### config.mk
export PLATFORM = sky130hd
export DESIGN_NAME = nmea_mwv_tx
export DESIGN_NICKNAME = d
export VERILOG_FILES = /design/src/rtl/nmea_mwv_tx.sv
export SDC_FILE = /design/constraint.sdc
export NUM_CORES = 1
export LEC_CHECK = 0
export ABC_AREA = 1
export BUFFER_PORTS_ARGS = -buffer_cell sky130_fd_sc_hd__buf_2
export CAP_MARGIN = 0
export CELL_PAD_IN_SITES_DETAIL_PLACEMENT = 1
export CELL_PAD_IN_SITES_GLOBAL_PLACEMENT = 2
export CORE_AREA = 8 8 111 113
export DETAILED_ROUTE_END_ITERATION = 7
export DIE_AREA = 0 0 119 121
export PLACE_DENSITY_LB_ADDON = 0.1
export SLEW_MARGIN = 20
export SYNTH_ARGS = -nofsm -noshare
export SYNTH_HDL_FRONTEND = slang
export SYNTH_SLANG_ARGS = --single-unit
### constraint.sdc
create_clock -name clk -period 1.6 [get_ports clk]
set_input_delay 0 -clock clk [delete_from_list [all_inputs] [get_ports clk]]
set_output_delay 0 -clock clk [all_outputs]
set_load 0.1 [all_outputs]
### src/rtl/nmea_mwv_tx.sv
// nmea_mwv_tx
// Emits one NMEA 0183 MWV wind sentence per accepted start request over a
// UART 8N1 line:
//   "$WIMWV,000,R,ddd,K,A*hh" CR LF   (NMEA_MWV_TX_CHECKSUM_EN defined)
//   "$WIMWV,000,R,ddd,K,A" CR LF      (NMEA_MWV_TX_CHECKSUM_EN undefined)
// ddd is the latched speed as three zero-padded decimal digits. hh is the XOR
// of every character between '$' and '*', written as uppercase hex.
//
// Parameters:
//   CLK_FREQ  clock frequency in Hz
//   BAUD      serial bit rate; one bit lasts DIV = CLK_FREQ/BAUD cycles
// Ports:
//   clk    rising-edge clock
//   reset  synchronous active-high reset; aborts any sentence in progress
//   speed  wind speed in km/h, latched when a start is accepted
//   start  one-cycle request; accepted only while busy is low
//   busy   high from the cycle after an accepted start up to the done cycle
//   done   one-cycle pulse once the last stop bit has finished
//   tx     registered serial output, idle high
//
// Handshake: start is a request, busy is the inverted ready. A start sampled
// while busy=0 (and reset=0) is accepted on that edge; any other start is
// dropped without effect. done and the busy falling edge share one cycle, so
// a start presented in the done cycle is accepted.
//
// tx and done are registered from the FSM state, so both lag the state by
// one cycle: the start bit leaves the line 9 cycles after the accept edge
// (8 conversion cycles plus the output register), and done appears in the
// cycle right after the final stop bit time.
module nmea_mwv_tx #(
  parameter int CLK_FREQ = 50000000,
  parameter int BAUD     = 4800
) (
  input  logic       clk,
  input  logic       reset,
  input  logic [7:0] speed,
  input  logic       start,
  output logic       busy,
  output logic       done,
  output logic       tx
);

  localparam int DIV = CLK_FREQ / BAUD;
  localparam int BW  = (DIV > 2) ? $clog2(DIV) : 1;
  localparam logic [BW-1:0] DIV_M1 = BW'(DIV - 1);
`ifdef NMEA_MWV_TX_CHECKSUM_EN
  localparam logic [4:0] LAST_CHAR = 5'd24;
`else
  localparam logic [4:0] LAST_CHAR = 5'd21;
`endif

  typedef enum logic [2:0] {IDLE, CONV, SEND_START, SEND_DATA, SEND_STOP} state_t;

  state_t          state_q;
  logic [7:0]      bin_q;       // speed being shifted into the BCD register
  logic [11:0]     bcd_q;       // hundreds, tens, units
  logic [2:0]      conv_cnt_q;
  logic [BW-1:0]   baud_cnt_q;
  logic [2:0]      bit_cnt_q;
  logic [4:0]      char_idx_q;
  logic            fin_q;       // last stop bit done, done pulse due next
  logic            tx_q;
  logic            busy_q;
  logic            done_q;
`ifdef NMEA_MWV_TX_CHECKSUM_EN
  logic [7:0]      csum_q;
`endif

  logic [11:0]     bcd_adj;
  logic [7:0]      char_cur;
  logic            bit_end;

  function automatic logic [7:0] hex_ascii(input logic [3:0] n);
    return (n < 4'd10) ? (8'h30 + {4'h0, n}) : (8'h37 + {4'h0, n});
  endfunction

  // Double-dabble correction: any BCD digit >= 5 gets +3 before the shift.
  always_comb begin
    bcd_adj = bcd_q;
    for (int i = 0; i < 3; i++) begin
      if (bcd_q[4*i +: 4] >= 4'd5) bcd_adj[4*i +: 4] = bcd_q[4*i +: 4] + 4'd3;
    end
  end

  // Character for the current index. Stable for the whole character because
  // the checksum only updates at the end of a stop bit.
  always_comb begin
    char_cur = 8'h20;
    case (char_idx_q)
      5'd0:  char_cur = 8'h24;                       // '$'
      5'd1:  char_cur = 8'h57;                       // 'W'
      5'd2:  char_cur = 8'h49;                       // 'I'
      5'd3:  char_cur = 8'h4D;                       // 'M'
      5'd4:  char_cur = 8'h57;                       // 'W'
      5'd5:  char_cur = 8'h56;                       // 'V'
      5'd6:  char_cur = 8'h2C;
      5'd7:  char_cur = 8'h30;
      5'd8:  char_cur = 8'h30;
      5'd9:  char_cur = 8'h30;
      5'd10: char_cur = 8'h2C;
      5'd11: char_cur = 8'h52;                       // 'R'
      5'd12: char_cur = 8'h2C;
      5'd13: char_cur = {4'h3, bcd_q[11:8]};
      5'd14: char_cur = {4'h3, bcd_q[7:4]};
      5'd15: char_cur = {4'h3, bcd_q[3:0]};
      5'd16: char_cur = 8'h2C;
      5'd17: char_cur = 8'h4B;                       // 'K'
      5'd18: char_cur = 8'h2C;
      5'd19: char_cur = 8'h41;                       // 'A'
`ifdef NMEA_MWV_TX_CHECKSUM_EN
      5'd20: char_cur = 8'h2A;                       // '*'
      5'd21: char_cur = hex_ascii(csum_q[7:4]);
      5'd22: char_cur = hex_ascii(csum_q[3:0]);
      5'd23: char_cur = 8'h0D;
      5'd24: char_cur = 8'h0A;
`else
      5'd20: char_cur = 8'h0D;
      5'd21: char_cur = 8'h0A;
`endif
      default: char_cur = 8'h20;
    endcase
  end

  assign bit_end = (baud_cnt_q == DIV_M1);

  always_ff @(posedge clk) begin
    if (reset) begin
      state_q    <= IDLE;
      bin_q      <= 8'h00;
      bcd_q      <= 12'h000;
      conv_cnt_q <= 3'd0;
      baud_cnt_q <= '0;
      bit_cnt_q  <= 3'd0;
      char_idx_q <= 5'd0;
      fin_q      <= 1'b0;
      tx_q       <= 1'b1;
      busy_q     <= 1'b0;
      done_q     <= 1'b0;
`ifdef NMEA_MWV_TX_CHECKSUM_EN
      csum_q     <= 8'h00;
`endif
    end else begin
      done_q <= 1'b0;

      // Line level follows the state of the previous cycle.
      case (state_q)
        SEND_START: tx_q <= 1'b0;
        SEND_DATA:  tx_q <= char_cur[bit_cnt_q];
        default:    tx_q <= 1'b1;
      endcase

      case (state_q)
        IDLE: begin
          if (fin_q) begin
            fin_q  <= 1'b0;
            done_q <= 1'b1;
            busy_q <= 1'b0;
          end else if (start) begin
            bin_q      <= speed;
            bcd_q      <= 12'h000;
            conv_cnt_q <= 3'd0;
            busy_q     <= 1'b1;
            state_q    <= CONV;
          end
        end
        CONV: begin
          {bcd_q, bin_q} <= {bcd_adj[10:0], bin_q, 1'b0};
          conv_cnt_q     <= conv_cnt_q + 3'd1;
          if (conv_cnt_q == 3'd7) begin
            baud_cnt_q <= '0;
            bit_cnt_q  <= 3'd0;
            char_idx_q <= 5'd0;
`ifdef NMEA_MWV_TX_CHECKSUM_EN
            csum_q     <= 8'h00;
`endif
            state_q    <= SEND_START;
          end
        end
        SEND_START: begin
          baud_cnt_q <= bit_end ? '0 : baud_cnt_q + BW'(1);
          if (bit_end) begin
            bit_cnt_q <= 3'd0;
            state_q   <= SEND_DATA;
          end
        end
        SEND_DATA: begin
          baud_cnt_q <= bit_end ? '0 : baud_cnt_q + BW'(1);
          if (bit_end) begin
            bit_cnt_q <= bit_cnt_q + 3'd1;
            if (bit_cnt_q == 3'd7) state_q <= SEND_STOP;
          end
        end
        SEND_STOP: begin
          baud_cnt_q <= bit_end ? '0 : baud_cnt_q + BW'(1);
          if (bit_end) begin
`ifdef NMEA_MWV_TX_CHECKSUM_EN
            // Characters 1..19 are the ones between '$' and '*'.
            if (char_idx_q >= 5'd1 && char_idx_q <= 5'd19) csum_q <= csum_q ^ char_cur;
`endif
            if (char_idx_q == LAST_CHAR) begin
              fin_q   <= 1'b1;
              state_q <= IDLE;
            end else begin
              char_idx_q <= char_idx_q + 5'd1;
              state_q    <= SEND_START;
            end
          end
        end
        default: state_q <= IDLE;
      endcase
    end
  end

  assign tx   = tx_q;
  assign busy = busy_q;
  assign done = done_q;

endmodule

==> impl_metrics.env <==
export IMPL_initial_antenna_violation_count=0
export IMPL_cts_root_buffer="clkbuf_8"
export IMPL_fmax_ghz=0.587
export IMPL_design_die_area_sq_um=14400
export IMPL_synth_enable_flop_cells=0
export IMPL_rsz0062_at_grt="yes"
export IMPL_numCtsBuffers=5
export IMPL_share_of_yosys_cell_area_claimed_by_the_top_area_cell_type=0.327
export IMPL_post_route_worst_setup_slack_ps=-104
export IMPL_post_detailed_route_count_of_antenna_violating_nets=0
export IMPL_critical_path_max_stage_delay_ps=380
export IMPL_first_pass_iters=4
export IMPL_criticalPathCategory="reg -> reg"
export IMPL_cp_slowest_cell="dfxtp_4"
export IMPL_synth_largest_area_cell="dfxtp_1"
export IMPL_layout_min_cycle_time_ps=1700
export IMPL_die_height_microns=121
export IMPL_initial_core_util=0.300
export IMPL_worst_ep_required_time_ps=1840
export IMPL_yosys_area_share_xor_xnor=0.0165
export IMPL_max_clock_path_buffers=2
export IMPL_avgSynthCellArea_sq_um=6.56
export IMPL_cts_tree="built"
export IMPL_finalHoldViolCount=0
export IMPL_routed_via_density=4.72
export IMPL_async_flop_share=0
export IMPL_synth_area_sq_um=3180
export IMPL_finalNetCount=605
export IMPL_first_pass_grt_wire_length_microns=16800
export IMPL_clock_skew_ps=4.78
export IMPL_final_min_period_over_clock_period=1.06
export IMPL_port_buffers=13
export IMPL_powerDensity_nw_per_um2=1500
export IMPL_post_synth_num_cell_types=32
export IMPL_postPlaceCellArea_sq_um=3840
export IMPL_post_synth_fa_ha_maj_area_fraction=0.0630
export IMPL_maximum_number_of_pins_on_one_net_before_global_route_repair=26
export IMPL_p_leak_nw=1.88
export IMPL_io_pin_count=14
export IMPL_critPathMaxFanout=4
export IMPL_yosysMostFrequentCell="nand2_1"
export IMPL_endpoint_kind="flip-flop"
export IMPL_synth_seq_cells=52
export IMPL_num_rows=38
export IMPL_drt_iter0_drc=117
export IMPL_cts_htree_levels=2
export IMPL_clk_transition_reported_paths_ps=100
export IMPL_synth_yosys_seq_area_share=0.327
export IMPL_floorplan_core_area_sq_um=10600
export IMPL_synth_top_cells_by_count="117 x nand2_1, 67 x nor2_1, 58 x inv_1"
export IMPL_cp_buffers_inverters=2
export IMPL_tritoncts_num_sinks=52
export IMPL_cap_viol_max_count=0
export IMPL_synth_nets=512
export IMPL_wire_per_inst_microns=13.9
export IMPL_place_ws_ps=-318
export IMPL_synth_compound_area_frac=0.162
export IMPL_netlist_top_cells_area="dfxtp_1 33%, nand2_1 14%, nor2_1 7.9%"
export IMPL_arrival_ps=1940
export IMPL_critPathLaunchType="flip-flop"
export IMPL_globalRouteOverflowTotal=0
export IMPL_synth_top_family_by_area="simple AND/OR/NAND/NOR gates"
export IMPL_hold_path_class="in -> reg"
export IMPL_yosys_warnings=0
export IMPL_flow_area_growth_from_synthesis_pct=42.9
export IMPL_report_final_setup_viol=11
export IMPL_postRouteWirelength_microns=10000
export IMPL_failing_checks="negative setup slack"
export IMPL_vdd_ir_drop_max_mv=0.866
export IMPL_place_congestion=0.800
export IMPL_critical_path_top_delay_family="simple AND/OR/NAND/NOR gates"
export IMPL_dp_final_hpwl_microns=7290
export IMPL_clk_insertion_delay_late_ps=330
export IMPL_total_drc_errors_in_the_routed_layout=0
export IMPL_timing_worst_slew_pin_value_ps=486
export IMPL_most_numerous_cell_on_the_critical_path="nand2_1"
export IMPL_outcome="complete, but fails checks"
export IMPL_syn_instance_count=485
export IMPL_drv_slew=0
export IMPL_worstPathCellList="buf_4, ha_4, nand4_1, inv_1, nand2_1, nand2_1, nor2_1, nand2_1, nand2_1, nand2_1, nand3_1, nand2_1, nand2_1, nand2_1"
export IMPL_muxShareOfSynthArea=0
export IMPL_synth_simple_gate_area_frac=0.338
export IMPL_via_count_of_the_first_global_routing_pass=3437
export IMPL_stdcell_area_sq_um=4540
export IMPL_die_w_microns=119
export IMPL_vias=3394
export IMPL_slew_limit_headroom=0.678
export IMPL_dominantRegCellSynth="dfxtp_1"
export IMPL_drive_gt1_frac=0.326
export IMPL_gr_util_all_layers=0.143
export IMPL_num_antenna_cells=0
## registers in the layout (all words and copies together), names as in the netlist
name	flops
baud_cnt_q	14
bcd_q	12
bin_q	8
char_idx_q	5
bit_cnt_q	3
conv_cnt_q	3
state_q	3
busy	1
done	1
fin_q	1
tx	1
## placed cells by master (no fill, tap or decap), drive strengths merged, types with 9 or more instances in the layout
cell / netlist / final
inv: 61 / 62
o21ai: 30 / 30
buf: 6 / 90
nor3: 11 / 11
dlygate4sd3: 0 / 9
a31oi: 9 / 9
dfxtp: 52 / 52
nor2: 73 / 73
nand3: 31 / 31
ha: 16 / 16
a21oi: 40 / 40
nand2: 119 / 119
## area by class of cell
class	instances	area, sq um
flip-flops and latches	52	1070
repair buffers	99	776
clock inverters	3	68.8
clock buffers	5	68.8
fillers	1374	6060
inverters	61	234
well taps	140	175
multi-input cells	359	2150
## power breakdown
| group | internal, mW | total, mW | leakage, nW | switching [mW] |
|---|---|---|---|---|
| clock network | 0.630 | 1.14 | 0.0687 | 0.510 |
| logic | 1.58 | 3.86 | 1.38 | 2.28 |
| registers | 1.58 | 1.80 | 0.431 | 0.220 |
## kinds of logic after synthesis
kind of cell / Yosys count
flip-flops: 52
AO/OA/AOI/OAI: 92
adder cells (fa/ha/maj): 16
XOR/XNOR: 6
buffers and inverters: 74
AND/OR/NAND/NOR: 245
## worst paths after layout
kind                      start  slack, ps  cells after the start    endpoint
hold reg to reg            busy        450                      2        busy
hold / removal            reset         90                      4  state_q[1]
setup reg to reg  char_idx_q[1]       -100                     14          tx
setup / recovery  char_idx_q[1]       -100                     14          tx
## worst register-to-register path: cells and delay by family (launching register included)
family | cells | cell delay [ps]
AND/OR/NAND/NOR | 11 | 850
flip-flops | 1 | 380
buffers and inverters | 2 | 230
adder cells (fa/ha/maj) | 1 | 160
## what timing repair did
item / in CTS / in global routing
resized for setup: 59 / 59
cloned: 0 / 0
pin swaps: 28 / 26
buffers inserted: 8 / 6
hold buffers: 9 / 0
endpoints found under the hold margin: 9 / 0
endpoints found under the setup margin: 27 / 48
## layer usage
metal / routed length (microns) / part of all wire / global-route usage / vias up
li1: - / - / - / 1771
met1: 4500 / 0.45 / 0.163 / 1605
met2: 5230 / 0.52 / 0.265 / 9
met3: 144 / 0.014 / 0.0307 / 9
met4: 125 / 0.013 / 0.0356 / 0
met5: 0 / 0 / 0 / -
## stage by stage
step	util	hold WS, ps	TNS, ps	total power, mW	instances
2_1_floorplan	-	143	0	3.81	485
3_3_place_gp	0.362	267	-2430	5.02	688
6_report	0.428	88.2	-356	6.80	719
3_5_place_dp	0.362	273	-4190	5.09	688
5_1_grt	0.428	82.0	-2290	7.38	719
4_1_cts	0.409	79.5	-309	6.59	713
(Power assumes the default switching activity.)
